**src/rtl/mem_wb_pkg.sv**
```systemverilog
// mem_wb_pkg: shared types and constants for the memory/writeback stage.
package mem_wb_pkg;
  typedef enum logic [1:0] {IDLE, ACCESS, DONE} state_e;
  localparam logic [31:0] DEF_BASE_ADDR = 32'd1024;
endpackage

```
**src/rtl/mem_wb_reg.sv**
```systemverilog
// mem_wb_reg: WB pipeline register; a frozen cycle loads a bubble, other fields hold.
module mem_wb_reg (
  input  logic        clk,
  input  logic        rst,
  input  logic        freeze,
  input  logic        wb_en,
  input  logic [3:0]  dest,
  input  logic        sel_mem,
  input  logic [31:0] alu,
  input  logic [31:0] rd,
  output logic [31:0] Result_WB,
  output logic [3:0]  Dest_WB,
  output logic        WriteBackEn
);
  logic        wb_en_q, wb_en_d, sel_mem_q, sel_mem_d;
  logic [3:0]  dest_q, dest_d;
  logic [31:0] alu_q, alu_d, rd_q_wb, rd_d_wb;
  always_comb begin
    wb_en_d   = freeze ? 1'b0 : wb_en;
    dest_d    = freeze ? dest_q : dest;
    sel_mem_d = freeze ? sel_mem_q : sel_mem;
    alu_d     = freeze ? alu_q : alu;
    rd_d_wb   = freeze ? rd_q_wb : rd;
  end
  always_ff @(posedge clk or posedge rst) begin
    if (rst) begin
      wb_en_q   <= 1'b0;
      dest_q    <= '0;
      sel_mem_q <= 1'b0;
      alu_q     <= '0;
      rd_q_wb   <= '0;
    end else begin
      wb_en_q   <= wb_en_d;
      dest_q    <= dest_d;
      sel_mem_q <= sel_mem_d;
      alu_q     <= alu_d;
      rd_q_wb   <= rd_d_wb;
    end
  end
  assign Result_WB   = sel_mem_q ? rd_q_wb : alu_q;
  assign Dest_WB     = dest_q;
  assign WriteBackEn = wb_en_q;
endmodule

```
**src/rtl/mem_wb_stage.sv**
```systemverilog
// mem_wb_stage: load/store through a req/ack SRAM port, stalling upstream while an access is pending.
module mem_wb_stage import mem_wb_pkg::*; #(
  parameter logic [31:0] BASE_ADDR = DEF_BASE_ADDR,
  parameter int          SRAM_AW   = 16
) (
  input  logic               clk,
  input  logic               rst,
  input  logic [31:0]        alu_result,
  input  logic [31:0]        val_rm,
  input  logic [3:0]         dest,
  input  logic               wb_en,
  input  logic               mem_r_en,
  input  logic               mem_w_en,
  output logic               sram_req,
  output logic               sram_we,
  output logic [SRAM_AW-1:0] sram_addr,
  output logic [31:0]        sram_wdata,
  input  logic               sram_ack,
  input  logic [31:0]        sram_rdata,
  output logic               freeze,
  output logic [31:0]        Result_WB,
  output logic [3:0]         Dest_WB,
  output logic               WriteBackEn
);
  state_e      state_q, state_d;
  logic [31:0] rd_q, rd_d;
  logic        mem_op;
  assign mem_op     = mem_r_en | mem_w_en;
  assign sram_we    = mem_w_en;
  assign sram_wdata = val_rm;
  assign sram_addr  = SRAM_AW'((alu_result - BASE_ADDR) >> 2);
  always_ff @(posedge clk or posedge rst) begin
    if (rst) begin
      state_q <= IDLE;
      rd_q    <= '0;
    end else begin
      state_q <= state_d;
      rd_q    <= rd_d;
    end
  end
  always_comb begin
    state_d = (state_q == IDLE)   ? (mem_op ? ACCESS : IDLE) :
              (state_q == ACCESS) ? (sram_ack ? DONE : ACCESS) : IDLE;
    rd_d    = (state_q == ACCESS && sram_ack) ? sram_rdata : rd_q;
  end
  always_comb begin
    sram_req = (state_q == ACCESS);
    freeze   = mem_op & (state_q != DONE);
  end
  mem_wb_reg u_wb (
    .clk         (clk),
    .rst         (rst),
    .freeze      (freeze),
    .wb_en       (wb_en),
    .dest        (dest),
    .sel_mem     (mem_r_en & ~mem_w_en),
    .alu         (alu_result),
    .rd          (rd_q),
    .Result_WB   (Result_WB),
    .Dest_WB     (Dest_WB),
    .WriteBackEn (WriteBackEn)
  );
endmodule

```
**config.mk**
```make
export PLATFORM = sky130hd
export DESIGN_NAME = mem_wb_stage
export DESIGN_NICKNAME = d
export VERILOG_FILES = /design/src/rtl/mem_wb_pkg.sv /design/src/rtl/mem_wb_reg.sv /design/src/rtl/mem_wb_stage.sv
export SDC_FILE = /design/constraint.sdc
export NUM_CORES = 1
export LEC_CHECK = 0
export CAP_MARGIN = 20
export CORE_MARGIN = 3
export CORE_UTILIZATION = 44
export DETAILED_ROUTE_END_ITERATION = 6
export PLACE_DENSITY_LB_ADDON = 0.12
export SKIP_CTS_REPAIR_TIMING = 1
export SLEW_MARGIN = 20
export SYNTH_ARGS = -nofsm -noshare
export SYNTH_HDL_FRONTEND = slang
export SYNTH_SLANG_ARGS = --single-unit
```
**constraint.sdc**
```tcl
create_clock -name clk -period 4.28 [get_ports clk]
set_input_delay 0.642 -clock clk [delete_from_list [all_inputs] [get_ports clk]]
set_output_delay 0.642 -clock clk [all_outputs]
set_load 0.02 [all_outputs]
```
### After elaboration in Yosys (flattened, before gate mapping)

Index checks and enable logic that the tools add are counted.

| word-level totals | value |
|---|---|
| flip-flop bits (word level) | 104 |
| logic and storage cells | 22 |

| cells by class | value |
|---|---|
| $add $sub $neg | 1 |
| equality and inequality tests | 2 |
| muxes and demuxes | 6 |
| bitwise logic cells | 4 |
| reduce and logical (&&, ||, !) cells | 2 |

Operators by type and width:

| cell | number |
|---|---|
| two-way mux 32 bit | 1 |
| subtractor 18 x 11 -> 18 bit (second input constant) | 1 |
| two-way mux 2 bit | 3 |
| AND 1 bit | 2 |
| equality test 2 x 1 -> 1 bit (second input constant) | 1 |
| logical NOT 2 bit | 1 |
| two-way mux 1 bit | 2 |
| != test 2 bit (second input constant) | 1 |
| logical AND 1 bit | 1 |
| NOT 1 bit | 1 |
| OR 1 bit | 1 |

### Longest topological paths before layout

| depth | value |
|---|---|
| depth after elaboration | 3 |
| mapped depth | 5 |
| depth with buffers taken out | 5 |

### Cells and area by module

From an unflattened synthesis, not the netlist that was laid out.

| second synthesis, totals | value |
|---|---|
| cells, all modules | 323 |
| area, all modules | 5205.0 um^2 |

Modules (own cells, without submodules):

| module | instances | cells an instance | area each (um^2) |
|---|---|---|---|
| mem_wb_reg | 1 | 185 | 3365.7 |
| mem_wb_stage | 1 | 138 | 1839.3 |

### Least setup slack after synthesis

OpenSTA, ideal clock, no wires.

| timing | value |
|---|---|
| path kind | input -> output |
| start point | in alu_result[10] |
| end point | out sram_addr[14] |
| arrival time | 1.679 ns |
| data required time | 3.638 ns |
| setup slack | 1.959 ns |
| stages on the path | 5 |
| path buffers | 0 |
| cells stage by stage | inv_1 ha_1 nand2b_1 nor4_1 xor2_1 |

| between the ends | value |
|---|---|
| word-level cells in the longest chain between the ends | 1 |

RTL lines:

| what | line | source |
|---|---|---|
| start: declaration | mem_wb_stage.sv:8 | `input logic [31:0] alu_result,` |
| subtractor 18 x 11 -> 18 bit | mem_wb_stage.sv:31 | `assign sram_addr = SRAM_AW'((alu_result - BASE_ADDR) >> 2);` |
| end: declaration | mem_wb_stage.sv:16 | `output logic [SRAM_AW-1:0] sram_addr,` |

Every way passes these cells.

### Worst setup path in the final report

| timing | value |
|---|---|
| start point | reg u_wb.sel_mem_q |
| end point | out Result_WB[24] |

| between the ends | value |
|---|---|
| word-level cells in the longest chain between the ends | 1 |

RTL lines:

| what | line | source |
|---|---|---|
| start: declaration | mem_wb_reg.sv:15 | `logic wb_en_q, wb_en_d, sel_mem_q, sel_mem_d;` |
| start signal: assignment | mem_wb_reg.sv:35 | `sel_mem_q <= sel_mem_d;` |
| two-way mux 32 bit | mem_wb_reg.sv:40 | `assign Result_WB = sel_mem_q ? rd_q_wb : alu_q;` |
| end: declaration | mem_wb_stage.sv:21 | `output logic [31:0] Result_WB,` |

Every way passes these cells.

==> out/qor.csv <==
stage,metric,value,unit
floorplan,FP Rows,37,
logic_synthesis,fraction of registers with async set/reset,100,%
power,worst vdd ir,319,µV
grt,largest net degree at the start of global routing,87,
cells_and_area,Layout area overhead,26.2,%
floorplan,die height,111,µm
cells_and_area,Layout Nets,517,
cells_and_area,Final Non-Filler Cells,551,
power,Combinational Power Share,40.1,%
worst_setup_path,Reg2Reg Depth,4,
power,Seq pwr share,43.0,%
logic_synthesis,Post-Syn Area,4830,µm²
clock_network,deepest clock path buffer count,2,
clock_network,CTS buffer count,9,
logic_synthesis,most frequent cell after synthesis,dfrtp_1,
worst_hold_path,type of the tightest min-delay check,reg -> reg,
power,Net Sw Frac,30.4,%
cells_and_area,Register Area,2600,µm²
cells_and_area,# fillers,854,
worst_setup_path,Startpoint Class,flip-flop,
timing,Worst-Margin Slew,907,ps
logic_synthesis,"Warnings, synthesis",0,
timing,setup TNS,0,ps
worst_setup_path,Worst R2R Setup Slack,2190,ps
power,Switch Pwr,1140,µW
worst_setup_path,crit path kind,reg -> out,
routing,drt total wl,9160,µm
clock_network,# clock sinks,104,
outcome,outcome,"finished, final reports clean",
logic_synthesis,Netlist cell types,23,
worst_setup_path,crit path from,u_wb.sel_mem_q,
logic_synthesis,"EDFF count, synth",0,
timing,clock skew,9.15,ps
logic_synthesis,Mean Syn Cell Area,15.0,µm²
floorplan,die area,12300,µm²
clock_network,TritonCTS clock tree,yes,
routing,Antenna Violating Nets Remaining,0,
worst_setup_path,WP data required,3640,ps
cells_and_area,Diodes inserted,0,
routing,1st-pass router iterations,6,
floorplan,Die Wd,111,µm
worst_setup_path,end of the critical path,Result_WB[24],
logic_synthesis,Yosys reg bits,104,
grt,vias in the first global route,3075,
timing,RSZ-0062 raised after global routing,no,
logic_synthesis,share of the synthesized area in the top cell type,53.9,%
logic_synthesis,post-synth top area cell,dfrtp_1,
placed_design,placed cell areas,5880,µm²
timing,WHS,475,ps
logic_synthesis,largest cells by area after synthesis,"dfrtp_1 (54%), mux2_2 (24%), mux2_4 (9.0%)",
grt,first-pass GRT wire length,15500,µm
worst_setup_path,crit path max fanout,17,
cells_and_area,multi-input logic area,1770,µm²
grt,GR Overflow Total,0,
worst_setup_path,Reg-to-Reg Start,state_q[0],
worst_setup_path,CP endpoint kind,output pin,
cells_and_area,design area,6090,µm²
job,number of max-cap violations,0,
routing,Routed wire per std cell,16.6,µm
worst_setup_path,reg-to-reg endpoint,rd_q[29],
timing,"Setup violations, final",0,
timing,FMAX,0.307,GHz
timing,max-slew violations,0,
placed_design,port buffer count,129,
floorplan,core area,10500,µm²
grt,GRT Util Overall,15.7,%
placed_design,Final HPWL DP,6040,µm
clock_network,clock root buffer,clkbuf_8,
logic_synthesis,dominant synthesized flop cell,dfrtp_1,
power,pwr/cell area,614,nW/µm²
logic_synthesis,syn_nets,428,
routing,Vias/cell,4.94,
timing,final hold viol count,0,
placed_design,placed insts,535,
timing,post-route minimum period,3250,ps
clock_network,Max H-tree Level,3,
routing,DR vias,2724,
cells_and_area,share of cells above drive strength 1,37.6,%
logic_synthesis,Mapped Cells,321,
routing,# DRC,0,
placed_design,GP Congestion,0.753,
worst_setup_path,crit path DAT,2610,ps
floorplan,io pins,194,
clock_network,clock latency on the worst-skew pair,370,ps
logic_synthesis,"Seq/Total Area, Yosys",53.9,%
power,Pint,2600,µW
timing,"Period Utilization, post-route",76.0,%
grt,antenna violations before repair,0,
logic_synthesis,most instantiated cells after synthesis,"dfrtp_1 (104), mux2_2 (103), buf_4 (41)",
power,Pleak,0.00261,µW
routing,initial detailed-routing violation count,55,
power,Clock Power Share,16.9,%
clock_network,clock transition at the registers of the reported paths,100,ps
floorplan,starting density of the core,45.9,%
timing,Slew headroom,39.6,%
## area by class of cell
class | instances | share of cell area, %
clock buffers | 10 | 2.26
clock inverters | 6 | 1.11
inverters | 5 | 0.390
multi-input cells | 157 | 29.0
flip-flops and latches | 104 | 42.7
well taps | 136 | 2.79
repair buffers | 133 | 21.7
## sequential cells by signal, summed over array words and instances, names as in the netlist
register	count
u_wb.WriteBackEn	1
state_q	2
u_wb.Dest_WB	4
u_wb.sel_mem_q	1
u_wb.alu_q	32
u_wb.rd_q_wb	32
rd_q	32
## worst max-delay path: stages (launching register included)
cell and delay [ps]:
dfrtp_1 900, buf_4 410, mux2_2 370, clkdlybuf4s50_1 560
## metrics by stage
stage	utilization [%]	setup WS (ps)	power, µW
2_1_floorplan	-	906	2640
3_3_place_gp	56.0	1210	3110
3_5_place_dp	56.0	1160	3150
4_1_cts	57.9	934	3800
5_1_grt	57.9	843	3990
6_report	57.9	1030	3740
## routing by layer
layer | wire length (µm) | global-route usage (%) | share of wire, % | vias to the layer above
met3 | 636 | 5.13 | 6.9 | 28
met2 | 4330 | 25.1 | 47 | 91
met1 | 4000 | 20.0 | 44 | 1359
met4 | 194 | 5.99 | 2.1 | 0
met5 | 0 | 0 | 0 | -
li1 | - | - | - | 1246
## worst min-delay path by stage
stage | from | end | slack [ps] | depth (start not counted)
finish | state_q[1] | state_q[0] | 470 | 1
global route | state_q[1] | state_q[0] | 490 | 1
CTS | state_q[1] | state_q[0] | 470 | 1
detailed placement | state_q[1] | state_q[0] | 450 | 1
global placement | state_q[1] | state_q[0] | 440 | 1
floorplan | state_q[1] | state_q[0] | 410 | 1
## logic make-up (layout without fill, tap and decap cells)
family	after synthesis	count (layout)	share of synthesized area, %
buffers and inverters	60	154	9.49
DFF	104	104	53.9
adders and majority gates	1	1	0.259
muxes	132	132	33.1
xor gates and xnor gates	6	6	1.09
AOI/OAI and AO/OA	2	2	0.311
and+or+nand+nor	16	16	1.87
## power groups by stage
stage	Combinational [µW]	Sequential, µW	Clock, µW
2_1_floorplan	1090	1550	0
3_3_place_gp	1490	1620	0
3_5_place_dp	1520	1630	0
4_1_cts	1530	1620	661
5_1_grt	1610	1670	701
6_report	1500	1610	632
## cells in the final DEF, fill, tap and decap left out, types with 2 or more instances in the layout
| cell | netlist | routed |
|---|---|---|
| a211oi_1 | 2 | 2 |
| buf_4 | 41 | 4 |
| clkbuf_8 | 0 | 10 |
| clkdlybuf4s50_1 | 0 | 129 |
| clkinvlp_4 | 0 | 2 |
| dfrtp_1 | 104 | 104 |
| inv_1 | 5 | 4 |
| inv_6 | 0 | 2 |
| mux2_2 | 103 | 103 |
| mux2_4 | 29 | 29 |
| nor2_1 | 5 | 5 |
| nor3_1 | 2 | 2 |
| xnor2_1 | 2 | 2 |
| xor2_1 | 4 | 4 |
Power figures use the tool's default switching activity.
